$ cat config.mk
export PLATFORM = sky130hd
export DESIGN_NAME = flash_read_arbiter
export DESIGN_NICKNAME = d
export VERILOG_FILES = /design/src/rtl/flash_read_arbiter.sv
export SDC_FILE = /design/constraint.sdc
export NUM_CORES = 1
export LEC_CHECK = 0
export BUFFER_PORTS_ARGS = -buffer_cell sky130_fd_sc_hd__buf_2
export CORE_AREA = 2 2 73 75
export DETAILED_ROUTE_END_ITERATION = 7
export DIE_AREA = 0 0 75 77
export GPL_TIMING_DRIVEN = 0
export MAX_ROUTING_LAYER = met4
export PLACE_DENSITY = 0.81
export SYNTH_ARGS = -nofsm -noshare
export SYNTH_HDL_FRONTEND = slang
export SYNTH_SLANG_ARGS = --single-unit
$ cat constraint.sdc
create_clock -name clk -period 1.3 [get_ports clk]
set_input_delay 0.26 -clock clk [delete_from_list [all_inputs] [get_ports clk]]
set_output_delay 0.26 -clock clk [all_outputs]
set_load 0.05 [all_outputs]
$ cat src/rtl/flash_read_arbiter.sv
// rtl/flash_read_arbiter.sv - round-robin two-port arbiter for the fixed-latency flash read port
//
// Purpose: shares one flash read port between port 0 (network weight/bias fetch)
// and port 1 (SPI host readback/debug), one outstanding read at a time.
//
// Ports:
//   clk            system clock, rising edge
//   rst            synchronous active-high reset
//   req0/addr0     port 0 request (held with stable address until gnt0)
//   req1/addr1     port 1 request (held with stable address until gnt1)
//   flash_data     flash read data, valid FLASH_LAT cycles after the strobe
//   flash_ready    one-cycle read strobe to flash
//   flash_address  registered address presented to flash
//   gnt0/gnt1      one-cycle grant pulse to the winning port
//   rdata          captured read data, held between reads
//   rvalid0/1      one-cycle pulse marking rdata as belonging to that port
//   busy           high whenever a read is in progress

module flash_read_arbiter #(
  parameter int FLASH_LAT = 11,
  parameter int ADDR_W    = 16,
  parameter int DATA_W    = 16
) (
  input  logic              clk,
  input  logic              rst,
  input  logic              req0,
  input  logic [ADDR_W-1:0] addr0,
  input  logic              req1,
  input  logic [ADDR_W-1:0] addr1,
  input  logic [DATA_W-1:0] flash_data,
  output logic              flash_ready,
  output logic [ADDR_W-1:0] flash_address,
  output logic              gnt0,
  output logic              gnt1,
  output logic [DATA_W-1:0] rdata,
  output logic              rvalid0,
  output logic              rvalid1,
  output logic              busy
);

  localparam int CNT_W = $clog2(FLASH_LAT + 1);
  // Counter restarts at 0 in the first WAIT cycle, so FLASH_LAT-1 lands on
  // strobe cycle + FLASH_LAT.
  localparam logic [CNT_W-1:0] CNT_LAST = CNT_W'(FLASH_LAT - 1);

  typedef enum logic [1:0] {
    IDLE,
    ISSUE,
    WAIT,
    RETURN
  } state_t;

  state_t           state;
  logic             ptr;     // port that wins when both request
  logic             winner;  // port owning the read in flight
  logic [CNT_W-1:0] cnt;
  logic             pick1;

  // Port 1 wins when it is the only requester, or both request and the pointer names it.
  assign pick1 = req1 & (~req0 | ptr);
  assign busy  = (state != IDLE);

  always_ff @(posedge clk) begin
    if (rst) begin
      state         <= IDLE;
      ptr           <= 1'b0;
      winner        <= 1'b0;
      cnt           <= '0;
      flash_address <= '0;
      rdata         <= '0;
      flash_ready   <= 1'b0;
      gnt0          <= 1'b0;
      gnt1          <= 1'b0;
      rvalid0       <= 1'b0;
      rvalid1       <= 1'b0;
    end else begin
      flash_ready <= 1'b0;
      gnt0        <= 1'b0;
      gnt1        <= 1'b0;
      rvalid0     <= 1'b0;
      rvalid1     <= 1'b0;
      case (state)
        IDLE: begin
          if (req0 | req1) begin
            winner        <= pick1;
            flash_address <= pick1 ? addr1 : addr0;
            flash_ready   <= 1'b1;
            gnt0          <= ~pick1;
            gnt1          <= pick1;
            state         <= ISSUE;
          end
        end
        ISSUE: begin
          ptr   <= ~winner;
          cnt   <= '0;
          state <= WAIT;
        end
        WAIT: begin
          if (cnt == CNT_LAST) begin
            rdata   <= flash_data;
            rvalid0 <= ~winner;
            rvalid1 <= winner;
            state   <= RETURN;
          end else begin
            cnt <= cnt + 1'b1;
          end
        end
        RETURN: begin
          state <= IDLE;
        end
        default: begin
          state <= IDLE;
        end
      endcase
    end
  end

endmodule

# --- After elaboration in Yosys (flattened, before gate mapping) ---
# Index checks and enable logic that the tools add are counted.
word_totals:
  reg_bits: 45
  input_bits: 52
  out_inout_bits: 38
  wordCells: 46
classes:
  addsub: 1
  eq_ne: 7
  n_mux: 7
  bitwise: 10
  reduce_logical: 10
op_table:
  columns: ["operator", "n"]
  rows:
  - ["16-bit two-way mux", 1]
  - ["2-bit case mux with 4 select lines", 1]
  - ["4-bit case mux with 2 select lines", 1]
  - ["2-bit AND reduction", 4]
  - ["1-bit NOT", 7]
  - ["2-bit != test (second input constant)", 3]
  - ["3-bit OR reduction", 2]
  - ["4-bit by 1-bit adder with 4-bit output (second input constant)", 1]
  - ["2-bit == test (second input constant)", 2]
  - ["4-bit == test (second input constant)", 1]
  - ["2-bit two-way mux", 2]
  - ["4-bit two-way mux", 1]
  - ["2-bit nonzero test", 2]
  - ["2-bit by 1-bit == test with 1-bit output (second input constant)", 1]
  - ["2-bit logical NOT", 1]
  - ["1-bit bitwise OR", 2]
  - ["2-bit OR reduction", 1]
  - ["1-bit AND", 1]
  - ["1-bit two-way mux", 1]

# --- Depth between registers and ports, before layout ---
depth:
  word_depth: 4
  ltp_mapped: 7
  ltp_nobuf: 5

# --- Least setup slack after synthesis ---
# OpenSTA, ideal clock, no wires.
synth_path:
  path_type: "register to register"
  from: "reg state[0]"
  to: "reg winner"
  setup_time_ps: 70
  t_arrival_ps: 1354
  required_time_ps: 1230
  path_slack_ps: -124
  path_stages_with_launch: 6
  path_buffers: 0
  period_less_slack_ps: 1424
  cell_sequence: "dfxtp_1 -> inv_1 -> ha_1 -> inv_1 -> or3_1 -> a21oi_1"
synth_between:
  elab_chain_cells: 2
synth_lines:
  columns: ["element", "line_no", "text"]
  rows:
  - ["start, declared", "53", "state_t state;"]
  - ["start signal, assigned", "65", "state <= IDLE;"]
  - ["start signal, assigned", "90", "state <= ISSUE;"]
  - ["start signal, assigned", "96", "state <= WAIT;"]
  - ["2-bit logical NOT", "82", "case (state)"]
  - ["2-bit AND reduction (no line)", null, null]
  - ["end signal, assigned", "85", "winner <= pick1;"]
  - ["end, declared", "55", "logic winner;"]
# No other way between the ends.
# A chain may end at the register's enable or synchronous reset.

# --- Final worst setup path ---
layout_path:
  from: "reg state[1]"
  to: "out busy"
layout_between:
  elab_chain_cells: 1
layout_lines:
  columns: ["element", "line_no", "text"]
  rows:
  - ["2-bit nonzero test", "61", "assign busy = (state != IDLE);"]
  - ["end, declared", "38", "output logic busy"]
# No other way between the ends.

==> results.md <==
- Core ar.: 4980 sq um
- Switching Power: 2.27 mW
- Most used flip-flop cell after synthesis: dfxtp_1
- Vias: 2,068
- Post-route ant nets: 0
- Sequential fraction of design power: 33.7%
- Storage cell area: 913 sq um
- Synth Warn #: 0
- GRT Util Overall: 20.1%
- Synth cell count leaders: dfxtp_1 (45), nand2_1 (35), a21oi_1 (21), o21ai_0 (19), nand3b_1 (18)
- Final Util: 61.9%
- Routed wire length per instance: 14.2 um
- I/O Buffers: 88
- Number of clock sinks: 45
- Fin crit period: 1400 ps
- Final layout net count: 393
- Inst Count DP: 382
- # H-tree levels: 2
- Worst-skew pair later-pin latency: 300 ps
- Setup Skew: 6.98 ps
- Asr flop ratio synth: 0%
- FMAX: 0.714 GHz
- WP data required: 1040 ps
- Slew HR: 56.2%
- Final worst-path setup slack: -99.8 ps
- Reg clk slew, reported paths: 90 ps
- Row count: 26
- Hold WS: 191 ps
- Post-Route WL: 5.80 mm
- Min-delay worst type: input port to flip-flop
- Layout cells sized above 1: 57.3%
- Largest net degree at the start of global routing: 15
- Critical path class: flip-flop to primary output
- Static leakage: 1.36 nW
- Post-Syn Instances: 224
- Pins Over Slew Limit: 0
- Synth top area share: 44.6%
- Max VDD drop: 1.07 mV
- # Max-Cap Violations: 0
- Dpl hpwl: 3.77 mm
- Synth unique cells: 34
- GR Overflow Total: 0
- Unrepaired setup endpoints after global routing: true
- Clk pwr share: 16.1%
- Area growth syn-to-layout: 52.5%
- Multi-input gate area: 1170 sq um
- CTS Hold Buffers Added: 0
- First-pass GRT wire length: 8.74 mm
- Synthesized flop and latch total: 45
- CP arrival: 1140 ps
- CTS tree: built
- Power Total: 5.32 mW
- Post-Layout Cell Count: 407
- Vias per cell: 5.08
- Worst setup SP type: flip-flop
- Top-count cell post-synth: dfxtp_1
- Mapped cell area: 2020 sq um
- Slew of the pin with the lowest slew margin: 657 ps
- Area contributors post-synth: dfxtp_1 (45%), nand3b_1 (6.7%), nand2_1 (6.5%)
- Root Buffer: clkbuf_8
- Starting DRC count in detailed routing: 70
- Initial antenna violation count: 0
- Die Width: 75 um
- Mean Syn Cell Area: 9.03 sq um
- Mapped Nets: 281
- Critical-path maximum fanout: 3
- Outcome: finished with violations
- GP Congestion: 0.792
- Ratio of final minimum period to clock period: 108%
- Total die area: 5780 sq um
- Setup violations, final: 22
- Num CTS Buffers: 5
- Yosys top cell by area: dfxtp_1
- Int Pwr: 3.04 mW
- Layout filler cell count: 429
- Initial core utilization: 40.6%
- Die Height: 77 um
- Violated checks: setup timing
- Ports: 90
- Residual DRC count: 0
- Final Hold Viols: 0
- EDFF count, synth: 0
- CP endpoint kind: primary output
- Comb pwr share: 50.2%
- Vias in the first global route: 2,003
- Seq/Total Area, Yosys: 44.6%
- Drt first pass iters: 6
- Clock Tree Buf Depth: 2
- Power Dens Cells: 1720 nW/um^2
- Antenna diode count: 0
- Switching share of power: 42.7%
## cell families after synthesis
logic type | count (synthesis) | synth area share, %
compound gates | 69 | 22.6
fa+ha+maj | 5 | 3.09
buf+inv | 24 | 7.73
flops | 45 | 44.6
mux | 2 | 0.990
simple gates | 79 | 21.0
## sequential cells by signal, summed over array words and instances, names as in the netlist
register,flops
gnt1,1
flash_address,16
gnt0,1
winner,1
ptr,1
rvalid1,1
rvalid0,1
flash_ready,1
cnt,4
state,2
rdata,16
## critical path, stage by stage, from the launching register on
cell,delay (ps)
dfxtp_4,370
inv_4,60
ha_4,150
clkinvlp_4,100
buf_8,160
## layout by cell type (no fill, tap or decap), types with 5 or more instances in the layout
master,count
a21oi_1,6
a21oi_2,15
a311oi_2,9
a31oi_1,7
buf_2,92
buf_4,9
buf_6,12
clkbuf_8,5
dfxtp_1,41
nand2_1,21
nand2_2,8
nand2_4,6
nand3b_1,18
nor2_1,5
nor2_2,7
o21ai_0,10
o21ai_1,16
## per-stage QoR
stage | TNS [ps] | setup WS [ps] | cell area (sq um)
floorplan | -39.8 | -39.8 | 2040
global placement | -1060 | -93.8 | 2570
detailed placement | -1510 | -135 | 2570
CTS | -176 | -123 | 2850
global route | -2430 | -149 | 3080
finish | -559 | -99.8 | 3080
## power groups by stage
stage                     logic (mW)  registers [mW]  clock network (mW)
final                           2.67            1.79               0.856
after global routing            2.85            1.82               0.929
after CTS                       2.40            1.77               0.878
after detailed placement        2.22            1.79                   0
after global placement          2.17            1.79                   0
after floorplan                 1.09            2.42                   0
## layout make-up
class	count	area share [%]
Timing Repair Buffer	105	20.7
Clock inverter	3	0.568
Tap cell	70	2.84
Clock buffer	5	2.23
Buffer	17	4.83
Sequential cell	45	29.6
Inverter	7	1.22
Multi-Input combinational cell	155	38.0
## timing repair
action | 4_1_cts | 5_1_grt
pin swaps | 3 | 24
buffers inserted | 10 | 4
resized for setup | 24 | 58
setup endpoints to repair | 23 | 35
cloned | 2 | 1
## routing by layer
layer	GRT usage (%)	wire [um]
met1	23.0	2430
met2	32.7	2870
met3	5.26	405
met4	8.39	87
met5	-	0
## worst paths after layout
path	from	slack, ps	end	cells after the start
worst min register to register	rdata[9]	470	rdata[9]	2
worst min-delay path	flash_data[4]	190	rdata[4]	3
worst max register to register	state[1]	-80	flash_address[10]	7
worst max-delay path	state[1]	-100	busy	4
No activity file was read; power rests on OpenSTA's default activity.
